$ cat src/rtl/load_unit.sv
// RV32 load unit: effective address, one word read over valid/ready, lane extract + extend, writeback.
// Optional build macro LOAD_MISALIGN_TRAP_EN faults misaligned LH/LHU/LW at acceptance without a memory access.
//   state  | meaning
//   S_IDLE | ready for a new load
//   S_ADDR | memory read request presented
//   S_WAIT | waiting for read response (timeout counter running)
//   S_WB   | result presented on writeback port
module load_unit #(
  parameter int TIMEOUT_CYCLES = 255
) (
  input  logic        clk,
  input  logic        rst_n,
  input  logic        req_valid,
  output logic        req_ready,
  input  logic [2:0]  req_funct3,
  input  logic [31:0] req_base,
  input  logic [11:0] req_imm,
  input  logic [4:0]  req_rd,
  output logic        mem_req_valid,
  input  logic        mem_req_ready,
  output logic [31:0] mem_addr,
  input  logic        mem_rsp_valid,
  input  logic [31:0] mem_rsp_data,
  output logic        wb_valid,
  input  logic        wb_ready,
  output logic [4:0]  wb_rd,
  output logic [31:0] wb_data,
  output logic        wb_err
);

  typedef enum logic [1:0] {S_IDLE, S_ADDR, S_WAIT, S_WB} state_e;

  localparam int CW = (TIMEOUT_CYCLES > 1) ? $clog2(TIMEOUT_CYCLES + 1) : 1;
  localparam logic [CW-1:0] TC = CW'(TIMEOUT_CYCLES);

  state_e      state_q, state_d;
  logic [31:0] ea_q, ea_d;
  logic [2:0]  f3_q, f3_d;
  logic [4:0]  rd_q, rd_d;
  logic [CW-1:0] cnt_q, cnt_d;
  logic [31:0] data_q, data_d;
  logic        err_q, err_d;

  logic [31:0] ea_calc;
  logic [CW-1:0] cnt_inc;
  logic        illegal;
  logic        misal;
  logic [7:0]  byte_sel;
  logic [15:0] half_sel;
  logic [31:0] ext_data;

  assign ea_calc = req_base + {{20{req_imm[11]}}, req_imm};
  assign cnt_inc = cnt_q + 1'b1;
  assign illegal = (req_funct3 == 3'b011) || (req_funct3[2:1] == 2'b11);

`ifdef LOAD_MISALIGN_TRAP_EN
  assign misal = ((req_funct3[1:0] == 2'b01) && ea_calc[0]) ||
                 ((req_funct3 == 3'b010) && (ea_calc[1:0] != 2'b00));
`else
  assign misal = 1'b0;
`endif

  always_comb begin
    byte_sel = mem_rsp_data[7:0];
    case (ea_q[1:0])
      2'd1:    byte_sel = mem_rsp_data[15:8];
      2'd2:    byte_sel = mem_rsp_data[23:16];
      2'd3:    byte_sel = mem_rsp_data[31:24];
      default: byte_sel = mem_rsp_data[7:0];
    endcase
    half_sel = ea_q[1] ? mem_rsp_data[31:16] : mem_rsp_data[15:0];
    ext_data = 32'd0;
    case (f3_q)
      3'b000:  ext_data = {{24{byte_sel[7]}}, byte_sel};
      3'b001:  ext_data = {{16{half_sel[15]}}, half_sel};
      3'b010:  ext_data = mem_rsp_data;
      3'b100:  ext_data = {24'd0, byte_sel};
      3'b101:  ext_data = {16'd0, half_sel};
      default: ext_data = 32'd0;
    endcase
  end

  always_comb begin
    state_d       = state_q;
    ea_d          = ea_q;
    f3_d          = f3_q;
    rd_d          = rd_q;
    cnt_d         = cnt_q;
    data_d        = data_q;
    err_d         = err_q;
    req_ready     = 1'b0;
    mem_req_valid = 1'b0;
    wb_valid      = 1'b0;
    case (state_q)
      S_IDLE: begin
        req_ready = 1'b1;
        if (req_valid) begin
          ea_d  = ea_calc;
          f3_d  = req_funct3;
          rd_d  = req_rd;
          cnt_d = '0;
          if (illegal || misal) begin
            data_d  = 32'd0;
            err_d   = 1'b1;
            state_d = S_WB;
          end else begin
            state_d = S_ADDR;
          end
        end
      end
      S_ADDR: begin
        mem_req_valid = 1'b1;
        if (mem_req_ready) begin
          cnt_d   = '0;
          state_d = S_WAIT;
        end
      end
      S_WAIT: begin
        // a response in the timeout cycle wins over the error
        if (mem_rsp_valid) begin
          data_d  = ext_data;
          err_d   = 1'b0;
          state_d = S_WB;
        end else begin
          cnt_d = cnt_inc;
          if ((TIMEOUT_CYCLES != 0) && (cnt_inc == TC)) begin
            data_d  = 32'd0;
            err_d   = 1'b1;
            state_d = S_WB;
          end
        end
      end
      S_WB: begin
        wb_valid = 1'b1;
        if (wb_ready) state_d = S_IDLE;
      end
      default: state_d = S_IDLE;
    endcase
  end

  always_ff @(posedge clk or negedge rst_n) begin
    if (!rst_n) begin
      state_q <= S_IDLE;
      ea_q    <= 32'd0;
      f3_q    <= 3'd0;
      rd_q    <= 5'd0;
      cnt_q   <= '0;
      data_q  <= 32'd0;
      err_q   <= 1'b0;
    end else begin
      state_q <= state_d;
      ea_q    <= ea_d;
      f3_q    <= f3_d;
      rd_q    <= rd_d;
      cnt_q   <= cnt_d;
      data_q  <= data_d;
      err_q   <= err_d;
    end
  end

  assign mem_addr = {ea_q[31:2], 2'b00};
  assign wb_rd    = rd_q;
  assign wb_data  = data_q;
  assign wb_err   = err_q;

endmodule

$ cat config.mk
export PLATFORM = sky130hd
export DESIGN_NAME = load_unit
export DESIGN_NICKNAME = d
export VERILOG_FILES = /design/src/rtl/load_unit.sv
export SDC_FILE = /design/constraint.sdc
export NUM_CORES = 1
export LEC_CHECK = 0
export CAP_MARGIN = 5
export CORE_MARGIN = 4
export CORE_UTILIZATION = 45
export DETAILED_ROUTE_END_ITERATION = 10
export PLACE_DENSITY_LB_ADDON = 0.3
export SETUP_SLACK_MARGIN = 0.1
export SYNTH_ARGS = -nofsm -noshare
export SYNTH_HDL_FRONTEND = slang
export SYNTH_SLANG_ARGS = --single-unit
$ cat constraint.sdc
create_clock -name clk -period 1.9 [get_ports clk]
set_input_delay 0.19 -clock clk [delete_from_list [all_inputs] [get_ports clk]]
set_output_delay 0.19 -clock clk [all_outputs]
set_load 0.02 [all_outputs]
==> results by group, run 1 <==
STA
  • Final Max Tran Viols: 0
  • Final Cycle Share: 1.19
  • Slew @ Worst Pin: 967 ps
  • Max_slew headroom: 0.355
  • Final clock skew: between 5 and 6 ps
  • Final setup margin: -355 ps
  • RSZ-0062 raised after global routing: true
  • Finish-stage setup viols: 46
  • Final hold vios: 0
  • Max Fclk: 0.443 GHz
  • Minimum clock period: 2250 ps

Clock tree
  • CTS Buf Count: 9
  • Clk buf depth: 2
  • Clock Pin Slew Worst Setup and Hold Paths: ~70 ps
  • CTS root buffer: clkbuf_16
  • Clock Sinks: 83
  • Clk_lat worst skew: 350 ps
  • CTS tree: built
  • CTS H-tree depth: 3

Setup path
  • Critical Path AT: 2540 ps
  • CP Capture Type: flop
  • Crit path max-delay family: compound AO/OA/AOI/OAI gates
  • Cell Chain, Critical Path: ha_4 -> nand3_4 -> nor2_4 -> xnor2_4 -> a2111oi_4 -> buf_4 -> o21ai_4 -> buf_12 -> a211oi_2 -> a21o_1
  • CP Max Fanout: 18
  • CP Buf/Inv Count: 2
  • CP required: 2190 ps
  • Worst path slowest cell: dfrtp_2
  • CP Class: flop to flop
  • CP Launch Type: flop
  • CP peak stage delay: 440 ps

Detailed routing
  • Routed len/inst: approximately 23 um
  • Final ANT Viol Nets: 0
  • Iteration count of the initial detailed-routing pass: 6
  • Via-per-instance ratio: approximately 6.3
  • DRT iter0 DRCs: 851
  • Vias: around 7.4k
  • Post-detailed-routing wire length: around 27000 um
  • Drt drc: 0

Yosys
  • Post-Syn Area per Cell: roughly 8.6 um^2
  • Sequential fraction of the synthesis area: 0.346
  • Post-Syn Instances: 701
  • Top_reg_cell synth: dfrtp_1
  • Post-Syn Area: ~0.006 mm^2
  • EDFF count, synth: 0
  • Synthesized flop and latch total: 83
  • Post-synth ARST share: 1.00
  • Ys Warns: 0
  • Synth unique cells: approximately 60

GRT
  • Largest net degree at the start of global routing: 41
  • Initial antenna violation count: 1
  • Gr ovfl total: 0
  • Vias in the first global route: a little over 7k
  • Overall Global Routing Usage: 0.303
  • First-pass GRT wire length: 36100 um

Die
  • Core Box Area: roughly 0.013 mm^2
  • Die Span X: 123 um
  • Die extent in y: about 120 um
  • Initial Util: 0.468
  • Ports: between 150 and 200
  • Die ar.: 0.0152 mm^2
  • Rows: 41

Run status
  • Failing checks: setup timing
  • Status: complete, but fails checks

Cells and area
  • Commonest non-fill, non-tap cell in the layout: buf_4
  • Post-route insts no fill: 1183
  • Multi-input gate area: 0.00463 mm^2
  • Fill count: 677
  • Fin nets: 1133
  • Layout cells sized above 1: 0.384
  • Layout area overhead: 77.5%
  • Post-route cell area: between 0.01 and 0.015 mm^2
  • Register area: 0.00208 mm^2
  • Commonest cells after routing, fill and taps aside: 161 x buf_4, 118 x clkdlybuf4s50_1, 103 x nand2_1

Place
  • Placed cells: 1109
  • Final GP Congestion: 0.961
  • DPL Wire Length: 15200 um
  • Port bufs: 160
  • Placed Area: 0.00876 mm^2

Run
  • Max cap viols: 0

Worst hold path
  • Hold Path Class: input port to flop

Power
  • Pleak: 4.75 nW
  • PwrDens: around 1300 mW/mm^2
  • Pwr Total: 13.5 mW
  • Worst VDD drop: 0.000598 V
==> synth_stat cells, types with 4 or more instances <==
library cell  instances  area, um^2
a31oi_1               4        25.0
o21bai_1              8        60.1
o211ai_1              9        67.6
ha_1                 37         463
o2111ai_1             5        43.8
nand3_1              12        60.1
clkbuf_1             27         101
o31ai_1               6        45.0
nand2_1             111         417
and3_1                5        31.3
inv_1                23        86.3
and2_1                4        25.0
or4_1                 4        30.0
dfrtp_1              83        2080
a21oi_1              39         195
xnor2_1              15         131
nor2_1               35         131
o21ai_0              56         280
a22oi_1              10        75.1
mux2i_1               9        90.1
nor3_1                9        45.0
a211oi_1             27         203
nand4_1               7        43.8
nand2b_1              5        31.3
a2111oi_0             4        35.0
buf_4                32         240
xor2_1               10        87.6
a21boi_0              4        30.0
a21o_1               47         353
==> per-layer routing <==
metal  routed length (um)  global-route usage  share of wire  up-vias
met1                 9290               0.345           0.34     3466
li1                     -                   -              -     3141
met4                 2240               0.197          0.082        0
met3                 2160              0.0439          0.080      208
met5                    0                   0              0        -
met2                13400               0.528           0.49      583
==> worst paths after layout <==
kind,from,end,slack [ps],depth (start not counted)
setup / recovery,cnt_q[0],wb_data[13],-350,10
min in group asynchronous,rst_n,cnt_q[2],360,2
setup reg to reg,cnt_q[0],wb_data[13],-350,10
max in group asynchronous,rst_n,wb_data[12],860,3
hold / removal,req_imm[0],ea_q[0],180,4
hold reg to reg,wb_rd[0],wb_rd[0],470,2
==> per-stage QoR <==
stage	TNS, ps	utilization	worst slack (ps)	hold WS [ps]
after floorplan	-2080	-	-113	-106
after global placement	-22800	0.683	-747	192
after detailed placement	-27710	0.683	-822	197
after CTS	-9790	0.784	-315	172
after global routing	-14700	0.830	-417	183
final	-11230	0.830	-355	181
==> area by class of cell <==
| cell class | instances | area share |
|---|---|---|
| antenna | 1 | 0.000235 |
| clock buffer | 11 | 0.0228 |
| clock inverter | 5 | 0.00788 |
| inverter | 23 | 0.00835 |
| multi-input combinational | 531 | 0.435 |
| sequential | 83 | 0.195 |
| tap | 172 | 0.0202 |
| timing repair buffer | 357 | 0.310 |
==> sequential cells by signal, summed over array words and instances, names as in the netlist <==
name	cells
cnt_q	8
wb_data	32
state_q	2
ea_q	32
f3_q	3
wb_rd	5
wb_err	1
==> kinds of logic after synthesis <==
kind of cell | share of synthesized area
other cells | 0.000625
compound gates | 0.285
buf+inv | 0.0799
fa+ha+maj | 0.0805
simple gates | 0.153
xor+xnor | 0.0365
flops | 0.346
mux | 0.0188
==> power breakdown <==
group | internal (mW) | switching (mW)
logic | 3.88 | 4.62
clock network | 1.19 | 0.774
registers | 2.47 | 0.532
==> worst min-delay path, delay by kind of cell <==
kind / cells / cell delay (ps)
buffers and inverters: 1 / 70
adder cells (fa/ha/maj): 1 / 130
AO/OA/AOI/OAI: 1 / 60
AND/OR/NAND/NOR: 1 / 40
==> what timing repair did <==
item                       in CTS  in global routing
pin swaps                      75                 59
hold endpoints to repair       37                  0
setup buffers                  32                 23
gates cloned                    4                  1
resized for setup             218                 98
setup endpoints to repair      68                 65
hold buffers                    1                  0
No activity file was read; power rests on OpenSTA's default activity.
==> inputs of run 2 (changes only) <==
--- a/config.mk
+++ b/config.mk
@@ -6,8 +6,10 @@
 export NUM_CORES = 1
 export LEC_CHECK = 0
 export CAP_MARGIN = 5
+export CELL_PAD_IN_SITES_DETAIL_PLACEMENT = 0
+export CELL_PAD_IN_SITES_GLOBAL_PLACEMENT = 1
 export CORE_MARGIN = 4
-export CORE_UTILIZATION = 45
+export CORE_UTILIZATION = 33
 export DETAILED_ROUTE_END_ITERATION = 10
 export PLACE_DENSITY_LB_ADDON = 0.3
 export SETUP_SLACK_MARGIN = 0.1
==> results by group, run 2 (synthesis gave the netlist of run 1 again) <==
Run status
  • Status: complete, but fails checks
  • Failing checks: setup timing

Place
  • Final GP Congestion: 0.889 (-7.5%)
  • Setup WS pre-CTS: -767 ps (+54.4 ps)
  • Port bufs: 160 (unchanged)
  • Placed cells: 1181 (+6.5%)
  • DPL Wire Length: 15700 um (+3.1%)

Clock tree
  • Clock Sinks: 83 (unchanged)
  • CTS H-tree depth: 3 (unchanged)
  • CTS tree: built
  • CTS root buffer: clkbuf_16
  • Clk buf depth: 2 (unchanged)
  • Clk_lat worst skew: 340 ps (about the same)
  • Clock Pin Slew Worst Setup and Hold Paths: 70 ps (about the same)
  • CTS Buf Count: 9 (unchanged)

Detailed routing
  • Routed len/inst: 17.9 um (-22%)
  • Via-per-instance ratio: 5.29 (-15%)
  • DRT iter0 DRCs: 334 (-61%)
  • Vias: 6569 (-11%)
  • Final ANT Viol Nets: 0 (unchanged)
  • Iteration count of the initial detailed-routing pass: 7 (+1)
  • Drt drc: 0 (unchanged)
  • Post-detailed-routing wire length: 22300 um (-18%)

GRT
  • Overall Global Routing Usage: 0.213 (-0.0906)
  • Vias in the first global route: 6731 (-6.3%)
  • Initial antenna violation count: 0 (-1)
  • Largest net degree at the start of global routing: 54 (+32%)
  • First-pass GRT wire length: 34900 um (-3.3%)
  • Gr ovfl total: 0 (unchanged)

STA
  • Final setup margin: -295 ps (+60.2 ps)
  • Final clock skew: 5.91 ps (+0.129 ps)
  • Final Max Tran Viols: 0 (unchanged)
  • Minimum clock period: 2190 ps (-60.2 ps)
  • Max Fclk: 0.456 GHz (+2.7%)
  • Finish-stage setup viols: 36 (-22%)
  • RSZ-0062 raised after global routing: true
  • Final Cycle Share: 1.16 (-0.0317)
  • Final hold vios: 0 (unchanged)
  • Slew @ Worst Pin: 1080 ps (+115 ps)
  • Max_slew headroom: 0.279 (-0.0767)

Cells and area
  • Final Util: 0.600 (-0.230)
  • Layout cells sized above 1: 0.390 (+0.00616)
  • Commonest non-fill, non-tap cell in the layout: buf_4
  • Layout area overhead: 79.1%
  • Post-route insts no fill: 1241 (+4.9%)
  • Commonest cells after routing, fill and taps aside: 164 x buf_4, 117 x clkdlybuf4s50_1, 106 x nand2_1
  • Fin nets: 1135 (+0.18%)
  • Antenna cells: 0 (-1)
  • Fill count: 1508 (+120%)

Die
  • Die ar.: 0.0204 mm^2 (+34%)
  • Die Span X: 143 um (+16%)
  • Core Box Area: 0.0179 mm^2 (+40%)
  • Die extent in y: 143 um (+16%)
  • Ports: 163 (unchanged)
  • Initial Util: 0.335 (-0.133)
  • Rows: 49 (+20%)

Power
  • Pleak: 4.76 nW (+0.25%)
  • PwrDens: 1220 mW/mm^2 (-3.5%)
  • Pwr Total: 13.1 mW (-2.7%)
  • Worst VDD drop: 0.000666 V (+11%)

Setup path
  • CP Capture Type: flop
  • CP Class: flop to flop
  • Critical Path AT: 2480 ps (-60 ps)
  • CP Max Fanout: 6 (-12)
  • R2R depth: 11 (+1)
  • CP Launch Type: flop
  • CP required: 2190 ps (about the same)

Worst hold path
  • Worst hold stages: 4 (unchanged)
  • Hold Path Class: input port to flop

Run
  • Max cap viols: 0 (unchanged)
==> run 2: changes by cell type in the layout (fill, tap and decap cells not counted), moves of 3 or more <==
cell	before	now
clkdlybuf4s15_1	4	1
buf_4	161	164
a211oi_2	21	24
a21oi_2	12	15
xnor2_2	3	6
buf_6	30	25
clkbuf_2	0	8
o21ai_1	19	22
buf_8	1	6
xnor2_1	11	8
nand2_1	103	106
==> run 2: critical path, stage by stage (launching register included) <==
cell       delay, ps
dfrtp_2          420
ha_4             170
nand3_4           90
nor2_4           160
xnor2_4           90
a2111oi_4        320
buf_4            220
o21ai_4          120
buf_6            170
buf_6            120
a211oi_2         150
a21o_1           110
==> run 2: final timing paths <==
path                                   from          end  slack (ps)
worst max-delay path               cnt_q[0]  wb_data[18]        -290
worst min register to register  wb_data[25]  wb_data[25]         480
max in group asynchronous             rst_n  wb_data[19]         900
worst min-delay path            req_base[0]      ea_q[0]         190
worst max register to register     cnt_q[0]  wb_data[18]        -290
min in group asynchronous             rst_n      ea_q[2]         360
==> run 2: per-layer routing <==
metal / share of wire / GRT usage
met4: 0.023 / 0.0670
met1: 0.42 / 0.274
met5: 0 / 0
met2: 0.52 / 0.374
met3: 0.041 / 0.0224
==> run 2: stage by stage <==
| step | hold slack [ps] | instance area [um^2] | setup TNS (ps) |
|---|---|---|---|
| 6_report | 188 | 10700 | -8840 |
| 5_1_grt | 241 | 10700 | -12420 |
| 2_1_floorplan | -106 | 6290 | -2080 |
| 3_5_place_dp | 183 | 8990 | -27110 |
| 3_3_place_gp | 184 | 8990 | -22890 |
| 4_1_cts | 180 | 10400 | -7280 |
==> run 2: report_power, final <==
group          switching, mW  total [mW]  leakage [nW]  internal [mW]
combinational           4.17        7.93          3.50           3.76
clock                  0.761        2.22         0.179           1.46
sequential             0.494        2.96          1.08           2.47
==> run 2: repair_timing <==
item | 4_1_cts | 5_1_grt
buffers inserted | 26 | 13
setup endpoints to repair | 64 | 66
endpoints found under the hold margin | 30 | 0
gates resized for setup | 216 | 98
gates cloned | 7 | 1
pin swaps | 84 | 63
hold buffers | 1 | 0
==> run 2: layout make-up <==
cell class | count | area, um^2 | share of cell area
Inverter | 23 | 88.8 | 0.00827
Tap cell | 229 | 287 | 0.0267
Multi-Input combinational cell | 531 | 4610 | 0.429
Clock inverter | 6 | 136 | 0.0127
Timing Repair Buffer | 359 | 3300 | 0.307
Clock buffer | 10 | 239 | 0.0223
Sequential cell | 83 | 2080 | 0.194
